[src/rtl/pwm_dac_pkg.sv]
// Shared constants for the PWM DAC and the matching ADC input mux.
package pwm_dac_pkg;

  localparam int DAC_WIDTH  = 10;
  localparam int DAC_PERIOD = 1 << DAC_WIDTH;

  // Channel select encoding. The ADC input mux uses the same values.
  localparam logic CH_ONE = 1'b0;
  localparam logic CH_TWO = 1'b1;

endpackage : pwm_dac_pkg

[src/rtl/pwm_dac_if.sv]
// Valid/ready code-load bus into the PWM DAC.
interface pwm_dac_if
  import pwm_dac_pkg::*;
#(
  parameter int WIDTH = DAC_WIDTH
) ();

  logic             load_valid;
  logic             load_ready;
  logic             load_channel;
  logic [WIDTH-1:0] load_code;

  modport master (
    output load_valid,
    output load_channel,
    output load_code,
    input  load_ready
  );

  modport slave (
    input  load_valid,
    input  load_channel,
    input  load_code,
    output load_ready
  );

endinterface : pwm_dac_if

[src/rtl/pwm_dac_channel.sv]
// One PWM channel: a one-deep pending slot, the active code and the
// registered comparator that produces the PWM stream.
module pwm_dac_channel
  import pwm_dac_pkg::*;
#(
  parameter int WIDTH = DAC_WIDTH
) (
  input  logic             clk,
  input  logic             restart_n,
  input  logic             i_enable,
  input  logic             i_accept,
  input  logic             i_apply,
  input  logic [WIDTH-1:0] i_code,
  input  logic [WIDTH-1:0] i_counter,
  output logic             o_pending_full,
  output logic [WIDTH-1:0] o_active_code,
  output logic             o_dac_out
);

  logic [WIDTH-1:0] r_pending_code;
  logic             r_pending_full;
  logic [WIDTH-1:0] r_active_code;
  logic             r_dac_out;

  // Code storage: promote pending at a boundary (or when idling), and take
  // accepted loads into pending while running or straight to active when idle.
  // An accept only happens with the slot empty, so the two never collide.
  always_ff @(posedge clk or negedge restart_n) begin
    if (!restart_n) begin
      r_pending_code <= '0;
      r_pending_full <= 1'b0;
      r_active_code  <= '0;
    end else begin
      if (i_apply && r_pending_full) begin
        r_active_code  <= r_pending_code;
        r_pending_full <= 1'b0;
      end
      if (i_accept) begin
        if (i_enable) begin
          r_pending_code <= i_code;
          r_pending_full <= 1'b1;
        end else begin
          r_active_code  <= i_code;
        end
      end
    end
  end

  // PWM compare, registered; lags the counter by one cycle.
  always_ff @(posedge clk or negedge restart_n) begin
    if (!restart_n) begin
      r_dac_out <= 1'b0;
    end else begin
      r_dac_out <= i_enable && (i_counter < r_active_code);
    end
  end

  assign o_pending_full = r_pending_full;
  assign o_active_code  = r_active_code;
  assign o_dac_out      = r_dac_out;

endmodule : pwm_dac_channel

[src/rtl/pwm_dac.sv]
// Dual-channel PWM DAC: shared period counter, period_start pulse, load
// demux to the two channels and the per-channel ready mux.
module pwm_dac
  import pwm_dac_pkg::*;
#(
  parameter int WIDTH = DAC_WIDTH
) (
  input  logic             clk,
  input  logic             restart_n,
  input  logic             enable,
  pwm_dac_if.slave         load_if,
  output logic             dac_out_one,
  output logic             dac_out_two,
  output logic [WIDTH-1:0] active_code_one,
  output logic [WIDTH-1:0] active_code_two,
  output logic             period_start
);

  localparam logic [WIDTH-1:0] CNT_MAX = '1;

  logic [WIDTH-1:0] r_counter;
  logic             r_period_start;
  logic             w_boundary;
  logic             w_apply;
  logic             w_accept;
  logic             w_accept_one;
  logic             w_accept_two;
  logic             w_full_one;
  logic             w_full_two;

  assign w_boundary   = enable && (r_counter == CNT_MAX);
  // Disabling flushes pending codes into active on the first idle edge.
  assign w_apply      = w_boundary || !enable;
  assign w_accept     = load_if.load_valid && load_if.load_ready;
  assign w_accept_one = w_accept && (load_if.load_channel == CH_ONE);
  assign w_accept_two = w_accept && (load_if.load_channel == CH_TWO);

  assign load_if.load_ready = restart_n &&
    !((load_if.load_channel == CH_ONE) ? w_full_one : w_full_two);

  // Period counter: free-runs while enabled, parked at 0 while idle.
  always_ff @(posedge clk or negedge restart_n) begin
    if (!restart_n) begin
      r_counter <= '0;
    end else if (!enable) begin
      r_counter <= '0;
    end else begin
      r_counter <= r_counter + 1'b1;
    end
  end

  // Period start pulse, aligned with counter = 0 of each wrapped period.
  always_ff @(posedge clk or negedge restart_n) begin
    if (!restart_n) begin
      r_period_start <= 1'b0;
    end else begin
      r_period_start <= w_boundary;
    end
  end

  pwm_dac_channel #(.WIDTH(WIDTH)) u_ch_one (
    .clk            (clk),
    .restart_n      (restart_n),
    .i_enable       (enable),
    .i_accept       (w_accept_one),
    .i_apply        (w_apply),
    .i_code         (load_if.load_code),
    .i_counter      (r_counter),
    .o_pending_full (w_full_one),
    .o_active_code  (active_code_one),
    .o_dac_out      (dac_out_one)
  );

  pwm_dac_channel #(.WIDTH(WIDTH)) u_ch_two (
    .clk            (clk),
    .restart_n      (restart_n),
    .i_enable       (enable),
    .i_accept       (w_accept_two),
    .i_apply        (w_apply),
    .i_code         (load_if.load_code),
    .i_counter      (r_counter),
    .o_pending_full (w_full_two),
    .o_active_code  (active_code_two),
    .o_dac_out      (dac_out_two)
  );

  assign period_start = r_period_start;

endmodule : pwm_dac

[src/flat_wrapper.sv]
// flat-port wrapper written by rule: the top's interface ports become plain ports
module pwm_dac_flat import pwm_dac_pkg::*;
#(
  parameter int WIDTH = DAC_WIDTH
)
  (clk, restart_n, enable, dac_out_one, dac_out_two, active_code_one, active_code_two, period_start, load_if_load_valid, load_if_load_channel, load_if_load_code, load_if_load_ready);
  pwm_dac_if #(.WIDTH(WIDTH)) load_if_i ();
  input  logic clk;
  input  logic restart_n;
  input  logic enable;
  output logic dac_out_one;
  output logic dac_out_two;
  output logic [WIDTH-1:0] active_code_one;
  output logic [WIDTH-1:0] active_code_two;
  output logic period_start;
  input wire logic [$bits(load_if_i.load_valid)-1:0] load_if_load_valid;
  input wire logic [$bits(load_if_i.load_channel)-1:0] load_if_load_channel;
  input wire logic [$bits(load_if_i.load_code)-1:0] load_if_load_code;
  output wire logic [$bits(load_if_i.load_ready)-1:0] load_if_load_ready;
  assign load_if_i.load_valid = load_if_load_valid;
  assign load_if_i.load_channel = load_if_load_channel;
  assign load_if_i.load_code = load_if_load_code;
  assign load_if_load_ready = load_if_i.load_ready;
  pwm_dac #(.WIDTH(WIDTH)) u_core (.clk(clk), .restart_n(restart_n), .enable(enable), .load_if(load_if_i), .dac_out_one(dac_out_one), .dac_out_two(dac_out_two), .active_code_one(active_code_one), .active_code_two(active_code_two), .period_start(period_start));
endmodule
[config.mk]
export PLATFORM = sky130hd
export DESIGN_NAME = pwm_dac_flat
export DESIGN_NICKNAME = d
export VERILOG_FILES = /design/src/rtl/pwm_dac_pkg.sv /design/src/rtl/pwm_dac_if.sv /design/src/rtl/pwm_dac_channel.sv /design/src/rtl/pwm_dac.sv /design/src/flat_wrapper.sv
export SDC_FILE = /design/constraint.sdc
export NUM_CORES = 1
export LEC_CHECK = 0
export BUFFER_PORTS_ARGS = -buffer_cell sky130_fd_sc_hd__clkbuf_2
export CAP_MARGIN = 20
export CELL_PAD_IN_SITES_DETAIL_PLACEMENT = 1
export CELL_PAD_IN_SITES_GLOBAL_PLACEMENT = 1
export CORE_ASPECT_RATIO = 0.75
export CORE_MARGIN = 3
export CORE_UTILIZATION = 48
export CTS_BUF_LIST = sky130_fd_sc_hd__clkbuf_16
export CTS_CLUSTER_SIZE = 24
export DETAILED_ROUTE_END_ITERATION = 12
export GPL_ROUTABILITY_DRIVEN = 0
export HOLD_SLACK_MARGIN = 0.06
export PLACE_DENSITY_LB_ADDON = 0.1
export SLEW_MARGIN = 15
export SYNTH_ARGS = -nofsm -noshare
export SYNTH_HDL_FRONTEND = slang
export SYNTH_SLANG_ARGS = --single-unit
export TNS_END_PERCENT = 1
[constraint.sdc]
create_clock -name clk -period 3.3 [get_ports clk]
set_input_delay 0.33 -clock clk [delete_from_list [all_inputs] [get_ports clk]]
set_output_delay 0.33 -clock clk [all_outputs]
set_load 0.01 [all_outputs]
## Word-level counts from Yosys, hierarchy flattened

Cells that the tools add are included.

| storage, ports and cells | value |
|---|---|
| register bits | 55 |
| input bits | 15 |
| output and inout bits | 24 |
| logic and storage cells | 43 |

| cells by class | value |
|---|---|
| $add $sub $neg | 1 |
| magnitude comparators | 2 |
| equal/unequal tests | 1 |
| mux-type cells | 14 |
| bitwise operators | 1 |
| reduce and logical (&&, ||, !) cells | 14 |

Operator list:

| cell | number |
|---|---|
| $mux W10 | 7 |
| $lt A10 B10 Y1 | 2 |
| $add A10 B1 Y10 const B | 1 |
| $eq A10 B10 Y1 const B | 1 |
| $logic_and A1 B1 Y1 | 9 |
| $mux W1 | 7 |
| $reduce_and A2 Y1 | 2 |
| $logic_not A1 Y1 | 2 |
| $logic_or A1 B1 Y1 | 1 |
| $not A1 Y1 | 1 |

## Longest topological paths before layout

Gate-level depths: netlist of the first run.

| depth | value |
|---|---|
| depth in word-level cells | 7 |
| mapped depth | 6 |
| gate-level depth less buffers | 6 |

## Cells and area by module

Synthesis of the first run repeated with hierarchy kept, for this count alone.

| second synthesis, totals | value |
|---|---|
| cell total of the unflattened synthesis | 258 |
| area total of the unflattened synthesis | 2865.2 um^2 |

Modules (own cells, without submodules):

| module | instances | cells an instance | area an instance (um^2) | sequential area each (um^2) |
|---|---|---|---|---|
| pwm_dac_channel | 2 | 102 | 1162.4 | 550.5 |
| pwm_dac | 1 | 54 | 540.5 | 275.3 |

## Worst setup path after synthesis of the first run

OpenSTA, ideal clock, no wires.

| timing path | value |
|---|---|
| path type | register -> register |
| from | reg u_core.r_counter[0] |
| to | reg u_core.u_ch_two.r_active_code[1], in the netlist u_core.u_ch_two.o_active_code[1] |
| setup time | 0.134 ns |
| arrival time | 1.457 ns |
| data required time | 3.166 ns |
| path slack | 1.709 ns |
| stages on the path, launching flop included | 7 |
| path buffers | 1 |
| period minus slack after synthesis | 1.591 ns |
| path through | dfrtp_1 ha_1 nand4_1 o31a_2 buf_6 nand2_1 a31oi_1 |

| on the way | value |
|---|---|
| cells in the longest elaborated chain, start to end | 7 |

Ends and longest elaborated chain:

| element | line | text |
|---|---|---|
| from (decl) | pwm_dac.sv:21 | `logic [WIDTH-1:0] r_counter;` |
| from (signal assigned) | pwm_dac.sv:48 | `r_counter <= r_counter + 1'b1;` |
| $eq A10 B10 Y1 * | pwm_dac.sv:31 | `assign w_boundary = enable && (r_counter == CNT_MAX);` |
| $logic_and A1 B1 Y1 * | pwm_dac.sv:31 |  |
| $logic_or A1 B1 Y1 * | pwm_dac.sv:33 | `assign w_apply = w_boundary \|\| !enable;` |
| $logic_and A1 B1 Y1 * | pwm_dac_channel.sv:34 | `if (i_apply && r_pending_full) begin` |
| $mux W10 * | pwm_dac_channel.sv:34 |  |
| $mux W10 | pwm_dac_channel.sv:39 | `if (i_enable) begin` |
| $mux W10 * | pwm_dac_channel.sv:38 | `if (i_accept) begin` |
| to (signal assigned) | pwm_dac_channel.sv:35 | `r_active_code <= r_pending_code;` |
| to (signal assigned) | pwm_dac_channel.sv:43 | `r_active_code <= i_code;` |
| to (decl) | pwm_dac_channel.sv:22 | `logic [WIDTH-1:0] r_active_code;` |

Every way passes the cells marked *; elsewhere a longest branch is shown, timed or not.
A chain may end at the register's enable or synchronous reset.

## Worst setup path after layout of the first run

| timing path | value |
|---|---|
| from | in restart_n |
| to | out load_if_load_ready |

| on the way | value |
|---|---|
| cells in the longest elaborated chain, start to end | 1 |

Ends and longest elaborated chain:

| element | line | text |
|---|---|---|
| from (decl) | flat_wrapper.sv:9 | `input logic restart_n;` |
| $logic_and A1 B1 Y1 | pwm_dac.sv:38 | `assign load_if.load_ready = restart_n &&` |
| to (decl) | flat_wrapper.sv:19 | `output wire logic [$bits(load_if_i.load_ready)-1:0] load_if_load_ready;` |

Every way passes these cells.

==> metrics, run 1 <==
First DRT Iteration DRCs=100; Post-synth EDFFs=0; CP Buf/Inv Count=4; Int Pwr=1.18 mW; MaxCap Viol Count=0; prevailing post-synth register cell=dfrtp_1; #FFs+latches synth=55; Synth-to-Final Area Change=12.3%; Num CTS Buffers=5; clock slew at reported path FFs=0.07 ns; share of layout cells above drive strength 1=21.1%; antenna cells=0; worst skew pair latency=0.30 ns; routed via count=2543; Detail Route Antenna Nets=0; dpl ws=1.35 ns; Max Fclk=0.430 GHz; Synth Net Count=347; Vias/cell=5.94; initial antenna violation count=0; FF-to-FF Start=u_core.r_counter[0]; critical path class=in -> out; Worst setup EP type=output port; Routed WL=8.81 mm; largest net degree at the start of global routing=56; Sink Count=55; max-slew violations=0; Mapped Area=3080 sq um; Final period util=70.5%; VDD IR max=0.000242 V; Async SR Flop Fraction=100%; slowest CP cell=buf_4; Cell Chain, Critical Path=dlygate4sd3_1 -> clkbuf_2 -> buf_4 -> o211a_1 -> clkbuf_2; Remaining Overflow, GRT=0; total net switching power=0.506 mW; Combinational Power Share=18.6%; sequential fraction of the synthesis area=44.7%; synth warn=0; Critical Path RT=2.97 ns; hpwl dp=6.13 mm; clock tree buffer depth=2; WL per Instance=20.6 um; cell count after synthesis=313; Post-CTS Resized=0; RSZ-0062 raised after global routing=no; fin nets=383; Worst Hold Class=in -> reg; Placed Cells=419; final count of hold timing violations=0; non-filler cells, final=428; cell mode on critical path=clkbuf_2; Worst Path Arrival=2.00 ns; core area=6010 sq um; Tot GR Track Use=25.6%; outcome=completed; CTS tree=done; CP Launch Type=input port; Clk pwr share=31.0%; first-pass GRT wire length=14.5 mm; clk root buf=clkbuf_16; port bufs=38; Initial Util=51.3%; synth unique cells=37; Net Sw Frac=29.9%; TritonRoute pass-1 iters=4; Pwr Density=488 nW/um^2; Min-Delay Startpoint=load_if_load_code[1]; TNS Setup=0 ns; vias in the first global route=2723; Mean Syn Cell Area=9.84 sq um; Die ar.=7420 sq um; Layout Skew=0.00719 ns; # IOs=39; Final min period=2.33 ns; Slew @ Worst Pin=0.778 ns; H-Tree Depth=2; sequential share of power=50.4%; FP Rows=24; crit path launch=restart_n; DRC errors left=0; final worst slack=0.972 ns; final instance area=3460 sq um; Die X-Extent=98.5 um; die height=75.4 um; Placed Instance Area=3310 sq um; final setup violation count=0; Slew HR=48.0%; crit-path leading delay family=buffers and inverters; crit-path max cell delay=0.58 ns; LEAKAGE=1.74 nW; worst-path fanout max=55; Power, Total=1.69 mW
==> path summary, 6_finish.rpt <==
kind	to	slack, ns	depth (start not counted)
worst max-delay path	load_if_load_ready	0.97	5
worst min-delay path	u_core.u_ch_two.r_pending_code[1]	0.34	2
worst max register to register	u_core.u_ch_one.o_active_code[0]	1.31	5
worst min register to register	u_core.u_ch_two.r_pending_code[8]	0.54	1
max in group asynchronous	u_core.r_counter[2]	1.99	3
min in group asynchronous	u_core.u_ch_two.o_active_code[1]	0.41	2
==> placed cells by master, fill, tap and decap left out, types with 2 or more instances in the layout <==
master     count
nand4_1        6
nand2b_1       5
clkbuf_2      38
or2_2          2
buf_4          2
nor2_1        30
clkinv_1       2
ha_1          19
dfrtp_1       55
a21oi_1       19
nand3b_1       9
nand2_1       37
xor2_1         5
nor4_4         2
clkbuf_16      5
a21o_1         6
a221oi_1      10
a31oi_1       10
a211oi_1      12
mux2_2        20
inv_1         25
o311ai_0       2
o21ai_0       11
nand3_1        4
==> metal layers <==
layer / share of wire (%) / track usage, % / up-vias
met3: 5.3 / 3.84 / 10
met1: 45 / 34.2 / 1283
met2: 48 / 44.4 / 61
li1: - / - / 1189
met4: 1.2 / 6.97 / 0
met5: 0 / 0 / -
==> sequential cells by signal (all words and copies together), names as in the netlist <==
name / flops
u_core.period_start: 1
u_core.r_counter: 10
u_core.u_ch_one.o_active_code: 10
u_core.u_ch_one.o_dac_out: 1
u_core.u_ch_one.o_pending_full: 1
u_core.u_ch_one.r_pending_code: 10
u_core.u_ch_two.o_active_code: 10
u_core.u_ch_two.o_dac_out: 1
u_core.u_ch_two.o_pending_full: 1
u_core.u_ch_two.r_pending_code: 10
==> synthesized netlist by cell type, types with 2 or more instances <==
cell	n	area [sq um]
a221oi_1	10	87.6
clkbuf_1	5	18.8
a21oi_1	19	95.1
xor2_1	5	43.8
o311ai_0	2	17.5
buf_2	2	10.0
ha_1	19	238
nand2_1	37	139
inv_1	24	90.1
or2_2	2	12.5
mux2_2	20	225
nor4_4	2	42.5
nand4_1	6	37.5
a21o_1	6	45.0
nor2_1	30	113
o21ai_0	11	55.1
nand3_1	4	20.0
nand3b_1	9	67.6
buf_6	3	33.8
buf_1	2	7.51
a211oi_1	12	90.1
dfrtp_1	55	1380
nand2b_1	5	31.3
a31oi_1	10	62.6
==> cell families after synthesis <==
| group | count (synthesis) | synth area share, % |
|---|---|---|
| AO/OA/AOI/OAI | 72 | 15.4 |
| XOR/XNOR | 6 | 1.71 |
| multiplexers | 20 | 7.31 |
| buffers and inverters | 36 | 5.20 |
| flip-flops | 55 | 44.7 |
| AND/OR/NAND/NOR | 105 | 18.0 |
| adder cells (fa/ha/maj) | 19 | 7.72 |
==> worst register-to-register path, cell delays in order, from the launching register on <==
cell and delay, ns:
dfrtp_1 0.44, ha_1 0.26, nand4_1 0.29, nor4_4 0.58
a211oi_1 0.18, a21oi_1 0.17
==> power groups by stage <==
stage | clock network, mW | logic (mW) | registers (mW)
final | 0.524 | 0.315 | 0.851
after global routing | 0.560 | 0.353 | 0.863
after CTS | 0.529 | 0.320 | 0.848
after detailed placement | 0 | 0.310 | 0.859
after global placement | 0 | 0.298 | 0.853
after floorplan | 0 | 0.188 | 0.853
==> layout make-up <==
type | instances | area (sq um)
fill | 694 | 2550
multi-input combinational | 222 | 1540
sequential | 55 | 1380
timing repair buffer | 41 | 215
clock buffer | 5 | 125
tap | 78 | 97.6
inverter | 24 | 90.1
clock inverter | 3 | 11.3
==> through the flow <==
| step | hold WS [ns] | util [%] |
|---|---|---|
| after global routing | 0.343 | 57.6 |
| after detailed placement | 0.130 | 55.1 |
| after global placement | 0.130 | 55.1 |
| final | 0.338 | 57.6 |
| after floorplan | 0.0344 | - |
| after CTS | 0.339 | 57.6 |
==> timing repair <==
action / CTS / global route
hold endpoints to repair: 1 / 0
buffers inserted: 0 / 0
setup endpoints to repair: 0 / 0
hold buffers: 1 / 0
(Power assumes the default switching activity.)
==> run 2: changes to the inputs <==
--- a/config.mk
+++ b/config.mk
@@ -11,7 +11,7 @@
 export CELL_PAD_IN_SITES_GLOBAL_PLACEMENT = 1
 export CORE_ASPECT_RATIO = 0.75
 export CORE_MARGIN = 3
-export CORE_UTILIZATION = 48
+export CORE_UTILIZATION = 41
 export CTS_BUF_LIST = sky130_fd_sc_hd__clkbuf_16
 export CTS_CLUSTER_SIZE = 24
 export DETAILED_ROUTE_END_ITERATION = 12
==> constraint.sdc (replaced) <==
create_clock -name clk -period 2.1 [get_ports clk]
set_input_delay 0.21 -clock clk [delete_from_list [all_inputs] [get_ports clk]]
set_output_delay 0.21 -clock clk [all_outputs]
set_load 0.01 [all_outputs]
==> metrics, run 2 (synthesized netlist as in run 1, its figures left out) <==
port bufs=38 (unchanged); sequential share of power=47.9% (-2.5 points); Combinational Power Share=17.9% (-0.7 points); Int Pwr=1.99 mW (+68%); clk root buf=clkbuf_16; FP Rows=26 (+8.3%); TNS Setup=0 ns (unchanged); CTS tree=done; VDD IR max=0.000407 V (+68%); Worst setup EP type=flop; most frequent cells in the layout=dfrtp_1, clkbuf_2, nand2_1; Setup Fix Bufs, Post-CTS=0 (unchanged); commonest non-fill, non-tap cell in the layout=dfrtp_1; antenna cells=0 (unchanged); Worst Hold Class=in -> reg; Final min period=1.87 ns; Die X-Extent=106 um (+7.7%); Slew @ Worst Pin=0.544 ns (-0.234 ns); First DRT Iteration DRCs=77 (-23%); core area=7060 sq um (+18%); Slew HR=63.8% (+16 points); Hold WS=0.225 ns (-0.114 ns); worst skew pair latency=0.30 ns (about the same); RSZ-0062 raised after global routing=no; Multi-input gate area=1540 sq um (unchanged); routed via count=2575 (+1.3%); clock slew at reported path FFs=0.07 ns (about the same); hpwl dp=6.44 mm (+5.1%); Net Sw Frac=28.5% (-1.5 points); vias in the first global route=2825 (+3.7%); clock tree buffer depth=2 (unchanged); Synth-to-Final Area Change=16.2%; final setup violation count=0 (unchanged); critical path class=reg -> reg; Die ar.=8600 sq um (+16%); Worst Path Arrival=2.04 ns (+0.04 ns); Vias/cell=5.63 (-5.2%); Routed WL=8.86 mm (+0.54%); LEAKAGE=1.79 nW (+3.3%); total net switching power=0.791 mW (+57%); Num CTS Buffers=5 (unchanged); WL per Instance=19.4 um (-5.8%); Fillers=808 (+16%); TritonRoute pass-1 iters=4 (unchanged); Max Fclk=0.534 GHz; Tot GR Track Use=23.1% (-2.5 points); worst-path fanout max=22 (-60%); Sink Count=55 (unchanged); MaxCap Viol Count=0 (unchanged); Clk pwr share=34.2% (+3.2 points); Remaining Overflow, GRT=0 (unchanged); initial antenna violation count=0 (unchanged); final count of hold timing violations=0 (unchanged); Detail Route Antenna Nets=0 (unchanged); outcome=completed; max-slew violations=0 (unchanged); fin nets=392 (+2.3%); DRC errors left=0 (unchanged); first-pass GRT wire length=15.1 mm (+4.5%); Initial Util=43.6% (-7.7 points); Final period util=89.2%; CP Launch Type=flop; die height=81.1 um (+7.5%); share of layout cells above drive strength 1=23.7% (+2.5 points); # IOs=39 (unchanged); Sequential Area=1380 sq um (unchanged); largest net degree at the start of global routing=41 (-27%); Critical Path RT=2.27 ns (-0.70 ns); Pwr Density=777 nW/um^2 (+59%); H-Tree Depth=2 (unchanged); Layout Skew=0.00488 ns (-0.00231 ns)
==> run 2: changes by cell type in the layout (fill, tap and decap cells not counted), sizes merged <==
cell	previous run	this run
inv	25	24
buf	2	11
bufinv	0	1
==> run 2: critical path, cell delays in order, from the launching register on <==
cell and delay [ns]:
dfrtp_1 0.42, ha_1 0.24, nand4_1 0.26, o31a_2 0.58, nand2_1 0.15, a31oi_1 0.09
==> run 2: cell type report <==
class | instances | area share (%)
sequential | 55 | 38.5
inverter | 24 | 2.52
timing repair buffer | 50 | 7.90
tap | 98 | 3.43
multi-input combinational | 222 | 43.1
clock buffer | 5 | 3.50
clock inverter | 3 | 1.08
==> run 2: timing repair <==
action,in CTS,in global routing
resized for setup,0,0
hold buffers,1,0
endpoints found under the hold margin,15,0
==> run 2: layer usage <==
| layer | track usage [%] | vias up | share of wire (%) |
|---|---|---|---|
| met5 | 0 | - | 0 |
| met3 | 4.37 | 6 | 4.9 |
| met2 | 37.5 | 52 | 45 |
| met1 | 32.0 | 1312 | 49 |
| li1 | - | 1205 | - |
| met4 | 6.34 | 0 | 0.87 |
==> run 2: final timing paths <==
check / startpoint / to / slack (ns) / cells after the start
worst max register to register: u_core.r_counter[1] / u_core.u_ch_two.o_active_code[4] / 0.23 / 5
min in group asynchronous: restart_n / u_core.u_ch_two.o_pending_full / 0.50 / 3
max in group asynchronous: restart_n / u_core.u_ch_two.o_active_code[4] / 1.10 / 3
worst max-delay path: u_core.r_counter[1] / u_core.u_ch_two.o_active_code[4] / 0.23 / 5
worst min register to register: u_core.r_counter[0] / u_core.r_counter[0] / 0.52 / 1
worst min-delay path: load_if_load_code[2] / u_core.u_ch_one.o_active_code[2] / 0.22 / 3
==> run 2: metrics by stage <==
step / util, % / total power [mW] / worst slack [ns] / std cells / area (sq um)
final: 50.7 / 2.78 / 0.226 / 457 / 3580
after global routing: 50.7 / 2.94 / 0.0635 / 457 / 3580
after CTS: 50.7 / 2.80 / 0.215 / 457 / 3580
after detailed placement: 48.2 / 1.85 / 0.220 / 448 / 3400
after global placement: 48.2 / 1.83 / 0.318 / 448 / 3400
after floorplan: - / 1.63 / 0.509 / 313 / 3080
==> run 2: power groups by stage <==
| stage | Sequential (mW) | Clock (mW) | Combinational, mW |
|---|---|---|---|
| after detailed placement | 1.35 | 0 | 0.503 |
| after global placement | 1.34 | 0 | 0.484 |
| after CTS | 1.33 | 0.961 | 0.507 |
| after floorplan | 1.34 | 0 | 0.295 |
| final | 1.33 | 0.952 | 0.497 |
| after global routing | 1.35 | 1.01 | 0.574 |
==> run 3: changes to the inputs <==
--- a/config.mk
+++ b/config.mk
@@ -11,8 +11,8 @@
 export CELL_PAD_IN_SITES_GLOBAL_PLACEMENT = 1
 export CORE_ASPECT_RATIO = 0.75
 export CORE_MARGIN = 3
-export CORE_UTILIZATION = 41
-export CTS_BUF_LIST = sky130_fd_sc_hd__clkbuf_16
+export CORE_UTILIZATION = 42
+export CTS_BUF_LIST = sky130_fd_sc_hd__clkbuf_8
 export CTS_CLUSTER_SIZE = 24
 export DETAILED_ROUTE_END_ITERATION = 12
 export GPL_ROUTABILITY_DRIVEN = 0
==> metrics, run 3 (synthesized netlist as in run 1, its figures left out) <==
Fillers=817 (+1.1%); # IOs=39 (unchanged); Setup Fix Bufs, Post-CTS=0 (unchanged); worst-path fanout max=22 (unchanged); TNS Setup=0 ns (unchanged); critical path class=reg -> reg; first-pass GRT wire length=14.5 mm (-4.1%); final instance area=3520 sq um (-1.5%); clk root buf=clkbuf_8; Slew @ Worst Pin=0.782 ns (+0.238 ns); Cell Chain, Critical Path=ha_1 -> nand4_1 -> o31a_2 -> nand2_1 -> a31oi_1; Initial Util=44.2% (+0.61 points); First DRT Iteration DRCs=104 (+35%); Worst setup EP type=flop; share of layout cells above drive strength 1=23.7% (+0.066 points); RSZ-0062 raised after global routing=no; Critical Path RT=2.28 ns (about the same); final count of hold timing violations=0 (unchanged); clock tree buffer depth=2 (unchanged); port bufs=38 (unchanged); H-Tree Depth=2 (unchanged); Post-CTS Resized=0 (unchanged); initial antenna violation count=0 (unchanged); Die X-Extent=105 um (-1.1%); Final period util=92.1% (+2.8 points); core area=6960 sq um (-1.4%); worst skew pair latency=0.32 ns (+0.02 ns); Remaining Overflow, GRT=0 (unchanged); Slew HR=47.7% (-16 points); Placed Cells=447 (-0.22%); slowest CP cell=o31a_2; DRC errors left=0 (unchanged); vias in the first global route=2700 (-4.4%); LEAKAGE=1.77 nW (-1.4%); FP Rows=26 (unchanged); Final min period=1.93 ns (+0.0598 ns); commonest non-fill, non-tap cell in the layout=dfrtp_1; MaxCap Viol Count=0 (unchanged); Vias/cell=5.66 (+0.53%); Detail Route Antenna Nets=0 (unchanged); Layout Skew=0.0122 ns (+0.00735 ns); WL per Instance=19.4 um (+0.33%); clock slew at reported path FFs=0.11 ns (+0.04 ns); Worst Hold Class=in -> reg; largest net degree at the start of global routing=29 (-29%); crit-path max cell delay=0.59 ns (about the same); Synth-to-Final Area Change=14.5%; hpwl dp=6.55 mm (+1.6%); Tot GR Track Use=22.2% (-0.90 points); Worst Path Arrival=2.11 ns (+0.07 ns); Max Fclk=0.517 GHz (-3.1%); VDD IR max=0.000298 V (-27%); Power, Total=2.60 mW (-6.7%); Pwr Density=736 nW/um^2 (-5.3%); TritonRoute pass-1 iters=4 (unchanged); hold_buf cts=1 (unchanged); Sink Count=55 (unchanged); Placed Instance Area=3400 sq um (-0.22%); die height=80.2 um (-1.1%); Die ar.=8410 sq um (-2.2%); max-slew violations=0 (unchanged); CTS tree=done; Num CTS Buffers=5 (unchanged); Routed WL=8.87 mm (+0.11%); final setup violation count=0 (unchanged); Finished Core Util=50.6% (-0.062 points); non-filler cells, final=456 (-0.22%); fin nets=391 (-0.26%); outcome=completed; CP Launch Type=flop; most frequent cells in the layout=dfrtp_1, clkbuf_2, nand2_1; routed via count=2583 (+0.31%); antenna cells=0 (unchanged)
## run 3: final timing paths
path                                 startpoint                                end  slack, ns  cells past startpoint
max                         u_core.r_counter[1]   u_core.u_ch_two.o_active_code[6]       0.17                      5
min                        load_if_load_code[1]   u_core.u_ch_one.o_active_code[1]       0.19                      3
max reg2reg                 u_core.r_counter[1]   u_core.u_ch_two.o_active_code[6]       0.17                      5
min reg2reg                 u_core.r_counter[0]                u_core.r_counter[0]       0.52                      1
max in group asynchronous             restart_n  u_core.u_ch_two.r_pending_code[9]       1.29                      3
min in group asynchronous             restart_n   u_core.u_ch_two.o_active_code[8]       0.52                      3
## run 3: area by class of cell
cell class	count	area (sq um)	area share (%)
Sequential cell	55	1380	39.0
Tap cell	98	123	3.48
Timing Repair Buffer	49	275	7.81
Inverter	24	90.1	2.56
Clock buffer	6	82.6	2.34
Clock inverter	2	35.0	0.994
Multi-Input combinational cell	222	1540	43.8
## run 3: power breakdown
part	switching, mW	total, mW	internal, mW
Clock	0.377	0.764	0.387
Sequential	0.131	1.33	1.20
Combinational	0.267	0.498	0.231
Total	0.775	2.60	1.82
## run 3: routing by layer
metal  GRT usage, %  vias to the layer above  wire length, um
li1               -                     1202                -
met1           30.5                     1323             4290
met2           37.6                       51             4180
met3           3.37                        7              326
met4           4.33                        0               69
met5              0                        -                0
## run 3: through the flow
step,hold WS [ns],setup slack (ns)
global route,0.206,0.0431
global placement,0.348,0.306
floorplan,-0.0856,0.509
CTS,0.192,0.165
detailed placement,0.342,0.193
finish,0.191,0.167
## run 3: worst max-delay path: cells and delay by family, from the launching register on
family,cells,cell delay (ns)
compound gates,2,0.69
fa+ha+maj,1,0.25
flops,1,0.45
simple gates,2,0.40
